[src/rtl/sel9_rr_arbiter.sv]
// Round-robin arbiter for the 24-bit 9-way output selector (8 requesters + default).
// Optional grant-extension lock enabled by defining SEL9_ARB_LOCK_EN.
`timescale 1ns/1ps
module sel9_rr_arbiter #(
  parameter int NREQ    = 8,
  parameter int QUANTUM = 16,
  parameter int QW      = 5
) (
  input  logic            clk,
  input  logic            rst,
  input  logic [NREQ-1:0] req,
  input  logic            lock,
  output logic [7:0]      sel,
  output logic            EN,
  output logic            grant_valid,
  output logic [2:0]      grant_id
);

  localparam logic [1:0] S_IDLE   = 2'd0;
  localparam logic [1:0] S_GRANT  = 2'd1;
  localparam logic [1:0] S_SWITCH = 2'd2;

  localparam logic [QW-1:0] DW_Q   = QW'(QUANTUM);
  localparam logic [QW-1:0] DW_ONE = QW'(1);

  logic [1:0]    state_q, state_d;
  logic [2:0]    ptr_q, ptr_d;
  logic [QW-1:0] dwell_q, dwell_d;
  logic [7:0]    sel_q, sel_d;
  logic          en_q, en_d;
  logic          gv_q, gv_d;
  logic [2:0]    gid_q, gid_d;

  logic          found;
  logic [2:0]    pick;
  logic [2:0]    idx;
  logic [7:0]    own_mask;
  logic          own;
  logic          others;
  logic          at_q;
  logic          hold;

  // Scan ptr+8 first so ptr+1 wins last, i.e. has highest priority.
  always_comb begin
    found = 1'b0;
    pick  = 3'd0;
    idx   = 3'd0;
    for (int i = 8; i >= 1; i--) begin
      idx = ptr_q + 3'(i);
      if (req[idx]) begin
        found = 1'b1;
        pick  = idx;
      end
    end
  end

  assign own_mask = 8'b1 << gid_q;
  assign own      = |(req & own_mask);
  assign others   = |(req & ~own_mask);
  assign at_q     = (dwell_q == DW_Q);

`ifdef SEL9_ARB_LOCK_EN
  assign hold = lock & own;
`else
  logic unused_lock;
  assign unused_lock = lock;
  assign hold = 1'b0;
`endif

  always_comb begin
    state_d = state_q;
    ptr_d   = ptr_q;
    dwell_d = dwell_q;
    sel_d   = sel_q;
    en_d    = en_q;
    gid_d   = gid_q;
    case (state_q)
      S_IDLE, S_SWITCH: begin
        if (found) begin
          state_d = S_GRANT;
          sel_d   = ~(8'b1 << pick);
          en_d    = 1'b1;
          gid_d   = pick;
          ptr_d   = pick;
          dwell_d = DW_ONE;
        end else begin
          state_d = S_IDLE;
          sel_d   = 8'hFF;
          en_d    = 1'b0;
          dwell_d = '0;
        end
      end
      S_GRANT: begin
        if (!own || (at_q && !hold && others)) begin
          // Dead cycle so two select lines are never low together.
          state_d = S_SWITCH;
          sel_d   = 8'hFF;
          en_d    = 1'b0;
          dwell_d = '0;
        end else if (at_q && hold) begin
          dwell_d = DW_Q;
        end else if (at_q) begin
          dwell_d = DW_ONE;
        end else begin
          dwell_d = dwell_q + DW_ONE;
        end
      end
      default: begin
        state_d = S_IDLE;
        sel_d   = 8'hFF;
        en_d    = 1'b0;
        dwell_d = '0;
      end
    endcase
    gv_d = en_d;
  end

  always_ff @(posedge clk) begin
    if (rst) begin
      state_q <= S_IDLE;
      ptr_q   <= 3'd7;
      dwell_q <= '0;
      sel_q   <= 8'hFF;
      en_q    <= 1'b0;
      gv_q    <= 1'b0;
      gid_q   <= 3'd0;
    end else begin
      state_q <= state_d;
      ptr_q   <= ptr_d;
      dwell_q <= dwell_d;
      sel_q   <= sel_d;
      en_q    <= en_d;
      gv_q    <= gv_d;
      gid_q   <= gid_d;
    end
  end

  assign sel         = sel_q;
  assign EN          = en_q;
  assign grant_valid = gv_q;
  assign grant_id    = gid_q;

endmodule

[config.mk]
export PLATFORM = sky130hd
export DESIGN_NAME = sel9_rr_arbiter
export DESIGN_NICKNAME = d
export VERILOG_FILES = /design/src/rtl/sel9_rr_arbiter.sv
export SDC_FILE = /design/constraint.sdc
export NUM_CORES = 1
export LEC_CHECK = 0
export CAP_MARGIN = 40
export CORE_UTILIZATION = 57
export DETAILED_ROUTE_END_ITERATION = 12
export PLACE_DENSITY = 0.84
export SETUP_SLACK_MARGIN = 0.2
export SYNTH_ARGS = -nofsm -noshare
export SYNTH_HDL_FRONTEND = slang
export SYNTH_SLANG_ARGS = --single-unit
[constraint.sdc]
create_clock -name clk -period 3.9 [get_ports clk]
set_input_delay 0.78 -clock clk [delete_from_list [all_inputs] [get_ports clk]]
set_output_delay 0.78 -clock clk [all_outputs]
set_load 0.1 [all_outputs]
Yosys cells after proc, flatten, opt, wreduce, memory -nomap -nowiden
Cells that the tools add are included.
{"block": "word_totals", "word_cells": 85, "input_bits": 11, "ff_bits": 22, "out_inout_bits": 13}
{"block": "classes", "eq_ne": 4, "n_shift": 2, "order_cmp": 8, "bitwise_logic": 4, "reduce_logical": 8, "addsub": 8, "mux": 45}
{"operator": "$lt A3 B4 Y1 const B", "n": 8}
{"operator": "$bmux W1 S3", "n": 8}
{"operator": "$mux W3", "n": 8}
{"operator": "$mux W1", "n": 20}
{"operator": "$and A8 B8 Y8", "n": 2}
{"operator": "$mux W8", "n": 2}
{"operator": "$not A8 Y8", "n": 2}
{"operator": "$pmux W8 S2", "n": 1}
{"operator": "$reduce_or A8 Y1", "n": 2}
{"operator": "$shl A1 B3 Y8 const A", "n": 2}
{"operator": "$add A3 B3 Y3 const B", "n": 4}
{"operator": "$mux W5", "n": 2}
{"operator": "$pmux W5 S2", "n": 1}
{"operator": "$add A3 B2 Y3 const B", "n": 2}
{"operator": "$add A5 B1 Y5 const B", "n": 1}
{"operator": "$eq A5 B5 Y1 const B", "n": 1}
{"operator": "$pmux W2 S2", "n": 1}
{"operator": "$add A3 B1 Y3 const B", "n": 1}
{"operator": "$eq A2 B1 Y1 const B", "n": 1}
{"operator": "$eq A2 B2 Y1 const B", "n": 1}
{"operator": "$logic_not A2 Y1", "n": 1}
{"operator": "$mux W2", "n": 1}
{"operator": "$ne A2 B2 Y1 const B", "n": 1}
{"operator": "$pmux W1 S2", "n": 1}
{"operator": "5 further kinds", "n": 5}

Longest topological paths before layout
{"block": "logic_depth", "ltp_word": 14, "ltp_mapped": 12, "ltp_nobuf": 9}

Worst setup path after synthesis
Ideal clock, no wire load.
{"block": "synth_path", "kind": "register to register", "start": "register ptr_q[1]", "end": "register sel_q[1] (netlist: sel[1])", "t_required_ps": 3777, "setup_ps": 123, "synth_period_minus_slack_ps": 3045, "path_stages_with_launch": 12, "setup_slack_ps": 855, "n_path_buf": 2, "arrival_time_ps": 2922, "path_cell_list": "dfxtp_1 > clkbuf_8 > clkinv_1 > ha_1 > buf_6 > mux4_2 > nor2b_1 > o311a_1 > o22ai_2 > nand2_1 > a21o_1 > o32a_2"}
{"block": "synth_via", "elab_chain_cells": 14, "elab_cells_between_ends": 43, "cone_classes": "7 x add/sub; 1 x shift; 34 x mux; 1 x bitwise"}
{"element": "from (decl)", "line_no": "27", "source": "logic [2:0] ptr_q, ptr_d;"}
{"element": "from (signal assigned)", "line_no": "129", "source": "ptr_q <= ptr_d;"}
{"element": "$add A3 B3 Y3 / $bmux W1 S3 (equally long branches)", "line_no": "49, 50"}
{"element": "$bmux W1 S3 / $mux W1 (equally long branches)", "line_no": "50", "source": "if (req[idx]) begin"}
{"element": "$mux W1 (implied by the code) / $mux W3 (equally long branches)", "line_no": "50"}
{"element": "$mux W3 (7 in series)", "line_no": "50"}
{"element": "$shl A1 B3 Y8", "line_no": "81", "source": "sel_d = ~(8'b1 << pick);"}
{"element": "$not A8 Y8", "line_no": "81"}
{"element": "$mux W8 (*)", "line_no": "79", "source": "if (found) begin"}
{"element": "$pmux W8 S2 (*)", "line_no": "77", "source": "case (state_q)"}
{"element": "to (signal assigned)", "line_no": "131", "source": "sel_q <= sel_d;"}
{"element": "to (decl)", "line_no": "29", "source": "logic [7:0] sel_q, sel_d;"}
Mark *: on every way between the ends. The rest lies on a longest branch, timed or not. The select of a mux whose other input is x is not followed.
A chain may end at the register's enable or synchronous reset.

Worst setup path after layout
Same ends and word-level chain as after synthesis.

==> reports/results.tsv <==
metric	value	unit
status	complete, no violations	
grt_pass1_wl	8940	µm
clk_latency	0.27	ns
r2r-start	ptr_q[1]$_SDFFE_PP1P_	
post-route-period-util	0.870	
fp.dieH	62.9	µm
final-setup-viol-count	0	
cts_tree	built	
synth_edf_count	0	
fp.dieArea	0.00396	mm²
max_freq	295	MHz
dp_hpwl	3840	µm
ctsRootBufferMaster	clkbuf_8	
antenna_found_initial	0	
yosys.area_share.xor_xnor	0.0248	
critPathRequiredTime	4.06	ns
powerDensity	969	mW/mm²
worst_pin_slew	0.624	ns
critPathKind	reg -> reg	
synth_compound_area_frac	0.223	
synth_area_leader_cell	dfxtp_1	
ys.flop_type	dfxtp_1	
synthAdderAreaFrac	0.0237	
num_vias	1939	
cp_slowest_stage_delay	0.65	ns
fin_nets	265	
ys_async_sr_fraction	0	
layout-drive-gt1-share	0.237	
synthSimpleGateAreaFrac	0.180	
ant_nets	0	
synth_top_family_by_area	multiplexers	
r2r_slack	0.51	ns
slew_viol_final	0	
grt_max_degree	20	
clockBufferDepth	2	
core	0.00344	mm²
drtPass1Iterations	4	
netlist_area	0.00212	mm²
cts-buffers-inserted	3	
synth.most_common_cell	dfxtp_1	
io_pins	24	
fin_skew	0.0115	ns
startpoint_type	register	
grt_use_total	0.285	
hp-start	sel[7]$_SDFFE_PP1P_	
htree_levels	1	
multi_input_area	0.00149	mm²
grt_pass1_vias	1824	
irDropWorstVdd	0.000715	V
final_hold_viol_count	0	
synthCells	229	
avgViaCountPerCell	6.57	
start_util	0.615	
synth_common_cells	dfxtp_1 (21), nand2_1 (17), mux2i_1 (14), nor2_1 (14), o21ai_0 (13)	
wl_per_cell	17.8	µm
cp_max_fo	18	
cellLeakagePower	0.936	nW
setup_tns	0	ns
rsz0062_at_grt	no	
synth_area_leaders	dfxtp_1 (20%), mux4_2 (9.6%), mux2i_1 (6.6%), mux2_2 (5.9%), o21ai_0 (3.1%)	
final.fill_count	258	
die_w	62.9	µm
yosys_warnings	0	
diodes	0	
yosysSeqAreaShare	0.199	
yosysTopAreaCellShare	0.199	
synth_cell_types	63	
end_kind	register	
synth.ff_latch_count	21	
gr-total-overflow	0	
finalPower	2.40	mW
port-buffer-count	22	
yosys-mux-area-fraction	0.253	
r2r_end	sel[1]$_SDFFE_PP1P_	
startpoint	ptr_q[1]$_SDFFE_PP1P_	
drtIter0Drc	150	
holdPathStages	1	
fin_crit	3.39	ns
cap_violations	0	
syn_to_final_growth	17.1	%
slew_headroom	0.583	
critPathCapture	sel[1]$_SDFFE_PP1P_	
drt-total-wl	5260	µm
cts_post_setup_buffers_inserted	0	
postSynthAreaPerCell	9.24	µm²
seq_area	420	µm²
drc_errors	0	
r2r_cells	9	
fp-row-count	21	
gp_congestion	0.851	
cp.arrival	3.56	ns
hp-class	reg -> reg	
synthesis.nets	244	
crit_path_top_delay_cell	ha_2	
clock-sinks	21	
worstPathCellList	clkinv_1, ha_2, mux4_2, nor2b_1, o311a_1, o22ai_2, a21oi_1, a21o_1, o32a_2	
path_clk_slew	0.09	ns
==> where the power goes <==
| part | switching [mW] | total, mW | internal, mW |
|---|---|---|---|
| registers | 0.0802 | 0.355 | 0.275 |
| logic | 1.13 | 1.89 | 0.760 |
| clock network | 0.0787 | 0.151 | 0.0723 |
| total | 1.29 | 2.40 | 1.11 |
==> metal layers <==
layer  global-route usage  routed length (µm)
met1                0.373                2300
met5                    0                   0
met2                0.483                2600
met3               0.0347                 211
met4               0.0901                 145
==> metrics by stage <==
stage          cell area, µm²  instances  hold slack (ns)  utilization  setup slack, ns
2_1_floorplan            2120        229            0.503            -            0.855
3_3_place_gp             2230        278            0.460        0.648            0.388
3_5_place_dp             2430        291            0.467        0.705            0.320
4_1_cts                  2480        295            0.486        0.719            0.333
5_1_grt                  2480        295            0.506        0.720            0.330
6_report                 2480        295            0.481        0.720            0.508
==> area by class of cell <==
cell class | count | share of cell area
clock buffers | 3 | 0.0167
flip-flops and latches | 21 | 0.170
multi-input cells | 179 | 0.602
clock inverters | 1 | 0.00303
repair buffers | 37 | 0.174
inverters | 8 | 0.0121
well taps | 46 | 0.0232
==> state kept, by name, indices dropped and copies added, names as in the netlist <==
| signal | flops |
|---|---|
| dwell_q | 5 |
| grant_id | 3 |
| grant_valid | 1 |
| ptr_q | 3 |
| sel | 8 |
| state_q | 1 |
==> critical path: cells and delay by family, from the launching register on <==
| kind | cells | cell delay (ns) |
|---|---|---|
| compound gates | 5 | 1.29 |
| fa+ha+maj | 1 | 0.65 |
| mux | 1 | 0.64 |
| flops | 1 | 0.34 |
| buf+inv | 1 | 0.19 |
| simple gates | 1 | 0.17 |
==> worst min-delay path by stage <==
stage                                        to
after global routing        sel[7]$_SDFFE_PP1P_
after detailed placement    sel[7]$_SDFFE_PP1P_
after CTS                   sel[7]$_SDFFE_PP1P_
final                       sel[7]$_SDFFE_PP1P_
after floorplan           dwell_q[3]$_SDFF_PP0_
after global placement      sel[1]$_SDFFE_PP1P_
==> cells by family (layout without fill, tap and decap cells) <==
group / count (synthesis) / count (layout)
buffers and inverters: 29 / 49
xor gates and xnor gates: 6 / 6
DFF: 21 / 21
and+or+nand+nor: 69 / 69
muxes: 37 / 37
adders and majority gates: 4 / 4
AOI/OAI and AO/OA: 63 / 63
==> layout by cell type, fill, tap and decap left out, types with 2 or more instances in the layout <==
cell	Yosys	layout
a211oi_1	3	3
a21oi_1	11	11
a22oi_1	2	2
a2bb2oi_1	2	2
a31oi_1	6	6
and3_1	3	3
buf_4	4	2
buf_8	1	13
clkbuf_8	3	3
clkdlybuf4s50_1	0	22
dfxtp_1	21	21
ha_1	4	3
inv_1	7	7
mux2_2	11	11
mux2i_1	14	14
mux4_1	2	2
mux4_2	9	9
nand2_1	17	17
nand3_1	9	9
nand3b_1	2	2
nor2_1	14	14
nor2b_1	3	3
nor3_1	6	6
nor3b_1	2	2
o211ai_1	4	4
o21ai_0	13	13
o311a_1	2	2
o32a_2	4	4
o32ai_1	2	2
xor2_1	5	5
==> timing repair <==
item,CTS,global route
gates resized for setup,0,1
hold buffers,0,0
endpoints found under the setup margin,0,8
Note: power is estimated with default switching activity, not from simulation.
==> RTL edit 1, RTL diff (same settings) <==
Change the parameter `QW` from 5 to 4.
--- a/src/rtl/sel9_rr_arbiter.sv
+++ b/src/rtl/sel9_rr_arbiter.sv
@@ -4,7 +4,7 @@
 module sel9_rr_arbiter #(
   parameter int NREQ    = 8,
   parameter int QUANTUM = 16,
-  parameter int QW      = 5
+  parameter int QW      = 4
 ) (
   input  logic            clk,
   input  logic            rst,
Check against the original RTL: same outputs for any inputs over 10 cycles, from zero or initial values and one cycle with rst high; that may be too few to reach the edited logic, so the function may still have changed.
==> RTL edit 1 against the original RTL <==
  * Routed wire length grew 0.69%
  * Final area up 3.1%
  * Sequential cell count is the same
  * Core utilization up 2.8 points
  * Via count grew 2.8%
  * Global-route usage shrank 0.068 points
  * Worst hold slack improved by 0.0085 ns
  * Synthesized area is 0.95% lower
  * Maximum frequency about the same
  * Worst setup slack gained 0.00061 ns
  * Critical path type unchanged
  * Critical endpoint is now sel[5]
Power is left out: the tool's default activity adds up to more than one toggle a clock period on the data nets, which glitch-free logic cannot reach.
==> RTL edit 1: results (changes against the original RTL) <==
- Share of cells above drive strength 1: 21.4% (-2.3 points)
- Crit Path Max Fanout: 13 (-5)
- Number of flip-flops in the largest register: 8 (unchanged)
- Register-to-Register Setup Slack: 0.51 ns (about the same)
- Critical Path Slowest Stage Cell: ha_1
- Ys async rst share: 0% (unchanged)
- Fin. Hold Viols: 0 (unchanged)
- CP endpoint: sel[5]
- Slew HR: 65.5% (+7.2 points)
- Outcome: finished, final reports clean
- Port Buffer Count: 22 (unchanged)
- Die footprint: 3920 um^2 (-0.92%)
- Initial antenna violation count: 0 (unchanged)
- Starting DRT DRC Count: 146 (-2.7%)
- 1st-pass router iterations: 4 (unchanged)
- Layout net count: 273 (+3.0%)
- Area contributors post-synth: dfxtp_1 20%, mux4_2 14%, mux4_1 6.3%
- Synth cell types: 59 (-6.3%)
- Yosys warning count: 0 (unchanged)
- First-pass GRT wire length: 8.89 mm (-0.46%)
- H-tree Lvls: 1 (unchanged)
- Worst min path class: flop to flop
- WL/cell: 17.5 um (-2.0%)
- Root Buffer: clkbuf_4
- Cell Area, Placed: 2520 um^2 (+4.0%)
- Arrival @ worst endpoint: 3.60 ns (+0.04 ns)
- Latest clock arrival within the worst-skew pair: 0.32 ns (+0.05 ns)
- Post-synthesis sequential area ratio: 20.1% (+0.19 points)
- Post-CTS setup buffer count: 0 (unchanged)
- Reg2reg path depth: 9 (unchanged)
- CP peak stage delay: 0.63 ns (-0.02 ns)
- Clock skew: 0.00893 ns (-0.00260 ns)
- CP Launch Point: ptr_q[1]
- Top_reg_cell synth: dfxtp_1
- RePlAce Congestion: 0.871 (+2.4%)
- Diodes inserted: 0 (unchanged)
- # clock sinks: 21 (unchanged)
- Post-detail-place hpwl: 3.97 mm (+3.3%)
- Vias: 1994 (+2.8%)
- Top cells by count, synth: 21 x dfxtp_1, 21 x nand2_1, 21 x nor2_1, 13 x mux4_2
- Num CTS Buffers: 3 (unchanged)
- Syn nets: 247 (+1.2%)
- Largest net degree at the start of global routing: 25 (+25%)
- Total Routing Usage GR: 28.4% (-0.068 points)
- Clock slew seen by the registers of the worst setup and hold paths: 0.13 ns (+0.04 ns)
- Filler cell count: 245 (-5.0%)
- Vias in the first global route: 1884 (+3.3%)
- Bufs on Longest Clock Path: 2 (unchanged)
- Post-CTS resize count: 0 (unchanged)
-- RTL edit 1: per-layer routing --
layer / global-route usage, % / vias up / part of all wire (%)
li1: - / 932 / -
met1: 37.0 / 969 / 42
met2: 48.4 / 76 / 50
met3: 4.01 / 17 / 4.9
met4: 9.30 / 0 / 3.0
met5: 0 / - / 0
-- RTL edit 1: area by class of cell --
type / count / area, um^2 / area share, %
Clock buffer: 3 / 22.5 / 0.881
Clock inverter: 1 / 7.51 / 0.294
Inverter: 12 / 45.0 / 1.76
Multi-Input combinational cell: 176 / 1520 / 59.5
Sequential cell: 21 / 420 / 16.5
Tap cell: 46 / 57.6 / 2.25
Timing Repair Buffer: 44 / 483 / 18.9
-- RTL edit 1: critical path, delay by kind of cell, from the launching register on --
kind / cells / cell delay [ns]
muxes: 2 / 1.01
AOI/OAI and AO/OA: 3 / 0.71
adders and majority gates: 1 / 0.63
and+or+nand+nor: 2 / 0.50
DFF: 1 / 0.35
buffers and inverters: 1 / 0.09
-- RTL edit 1: logic make-up (layout without fill, tap and decap cells) --
logic type	Yosys count	count (layout)	synth area share, %
and+or+nand+nor	72	72	16.4
AOI/OAI and AO/OA	59	59	22.1
muxes	35	35	29.1
buffers and inverters	35	60	7.46
DFF	21	21	20.1
xor gates and xnor gates	6	6	2.51
adders and majority gates	4	4	2.39
-- RTL edit 1: per-stage QoR --
step / utilization [%] / instances / hold slack [ns] / setup slack, ns
2_1_floorplan: - / 232 / 0.432 / 0.593
3_3_place_gp: 68.2 / 286 / 0.453 / 0.298
3_5_place_dp: 73.9 / 299 / 0.464 / 0.234
4_1_cts: 74.8 / 303 / 0.493 / 0.544
5_1_grt: 74.8 / 303 / 0.507 / 0.281
6_report: 74.8 / 303 / 0.489 / 0.508
-- RTL edit 1: how the worst min path moves through the flow --
stage | start | to | slack, ns | cells past startpoint
after floorplan | state_q[1] | state_q[1] | 0.43 | 1
after global placement | state_q[1] | state_q[1] | 0.45 | 1
after detailed placement | sel[7] | sel[7] | 0.46 | 1
after CTS | sel[7] | sel[7] | 0.49 | 1
after global routing | sel[4] | sel[4] | 0.51 | 1
final | sel[7] | sel[7] | 0.49 | 1
==> RTL edit 2, RTL diff (config.mk and constraints unchanged) <==
Without the edit above. Reset style: asynchronous (`rst`), changed in one clocked block.
--- a/src/rtl/sel9_rr_arbiter.sv
+++ b/src/rtl/sel9_rr_arbiter.sv
@@ -115,7 +115,7 @@
     gv_d = en_d;
   end
 
-  always_ff @(posedge clk) begin
+  always_ff @(posedge clk or posedge rst) begin
     if (rst) begin
       state_q <= S_IDLE;
       ptr_q   <= 3'd7;
Check against the original RTL: differs if rst is asserted again (counterexample within 4 cycles, from zero or initial values and one cycle with rst high); with rst held inactive, the same outputs for 10 cycles.
==> RTL edit 2 against the original RTL <==
  * Via count rose by 10%
  * Non-clock buffer count rose by 5
  * Critical endpoint is now grant_id[0]
  * Sequential cell count did not move
  * Critical path depth fell by 1
  * Clock skew fell by 0.0068 ns
  * Worst setup slack got worse by 0.068 ns
  * Routed wire length rose by 15%
  * Final area rose by 14%
  * Synthesized area rose by 13%
  * Maximum frequency fell by 2.0%
  * Critical path type unchanged
  * Cell count rose by 2.7%
Power is left out: the tool's default activity adds up to more than one toggle a clock period on the data nets, which glitch-free logic cannot reach.
==> RTL edit 2: results (changes against the original RTL) <==
- Top cells by count, synth: 19 x a21oi_1, 18 x mux2i_1, 17 x clkbuf_1, 12 x mux2_2
- Register-to-Register Setup Slack: 0.44 ns (-0.07 ns)
- Layout net count: 269 (+1.5%)
- Total Routing Usage GR: 29.1% (+0.58 points)
- First-pass GRT wire length: 9.79 mm (+9.6%)
- Ys async rst share: 100% (+100 points)
- Worst Tran Pin Value: 0.805 ns (+0.180 ns)
- Cell Area, Placed: 2780 um^2 (+14%)
- Share of cells above drive strength 1: 28.5% (+4.8 points)
- Vias: 2138 (+10%)
- Crit Path Max Fanout: 12 (-6)
- DP Cell Count: 299 (+2.7%)
- Synth Area in Compound Gates: 24.1% (+1.8 points)
- WL/cell: 19.9 um (+12%)
- Multiplexer share of the synthesized area: 30.8% (+5.6 points)
- Area contributors post-synth: dfstp_2 12%, dfrtp_1 10%, mux4_1 7.7%
- Largest net degree at the start of global routing: 22 (+10%)
- Reg2reg path depth: 8 (-1)
- Syn nets: 249 (+2.0%)
- Final instance count without filler cells: 303 (+2.7%)
- Syn Area/Cell: 10.2 um^2 (+10%)
- Critical Path Slowest Stage Cell: mux4_1
- Filler cell count: 283 (+9.7%)
- Worst hold slack: 0.630 ns (+0.150 ns)
- Worst flop-to-flop path endpoint: grant_id[0]
- HP Start: ptr_q[1]
- Post-detail-place hpwl: 4.31 mm (+12%)
- RePlAce Congestion: 0.929 (+9.2%)
- Hold path depth: 2 (+1)
- XOR/XNOR Fraction of Synth Area: 1.47% (-1.0 points)
- Cell family contributing the most delay on the critical path: multiplexers
- Clock skew: 0.00472 ns (-0.00681 ns)
- Outcome: finished, final reports clean
- Top_reg_cell synth: dfstp_2
==> RTL edit 2: how the worst max path moves through the flow <==
stage | start | to | slack [ns]
floorplan | ptr_q[0] | grant_id[0] | 0.52
finish | ptr_q[0] | grant_id[0] | 0.44
global placement | req[4] | grant_id[0] | 0.37
CTS | ptr_q[0] | grant_id[0] | 0.44
global route | ptr_q[0] | grant_id[0] | 0.26
detailed placement | req[5] | grant_id[0] | 0.34
==> RTL edit 2: final cells by class <==
class	count	area, um^2	area share, %
multi-input combinational	175	1670	58.9
sequential	21	539	19.1
timing repair buffer	42	468	16.6
tap	50	62.6	2.21
clock buffer	3	41.3	1.46
inverter	11	41.3	1.46
clock inverter	1	7.51	0.266
==> RTL edit 2: layer usage <==
layer | global-route usage, % | wire length (um)
met5 | 0 | 0
met4 | 4.52 | 85
met3 | 3.42 | 348
met1 | 41.0 | 2510
met2 | 48.5 | 3090
==> RTL edit 2: worst min-delay path, cell delays in order, from the launching register on <==
cell and delay, ns:
dfstp_2 0.38, inv_2 0.15, mux2i_1 0.10
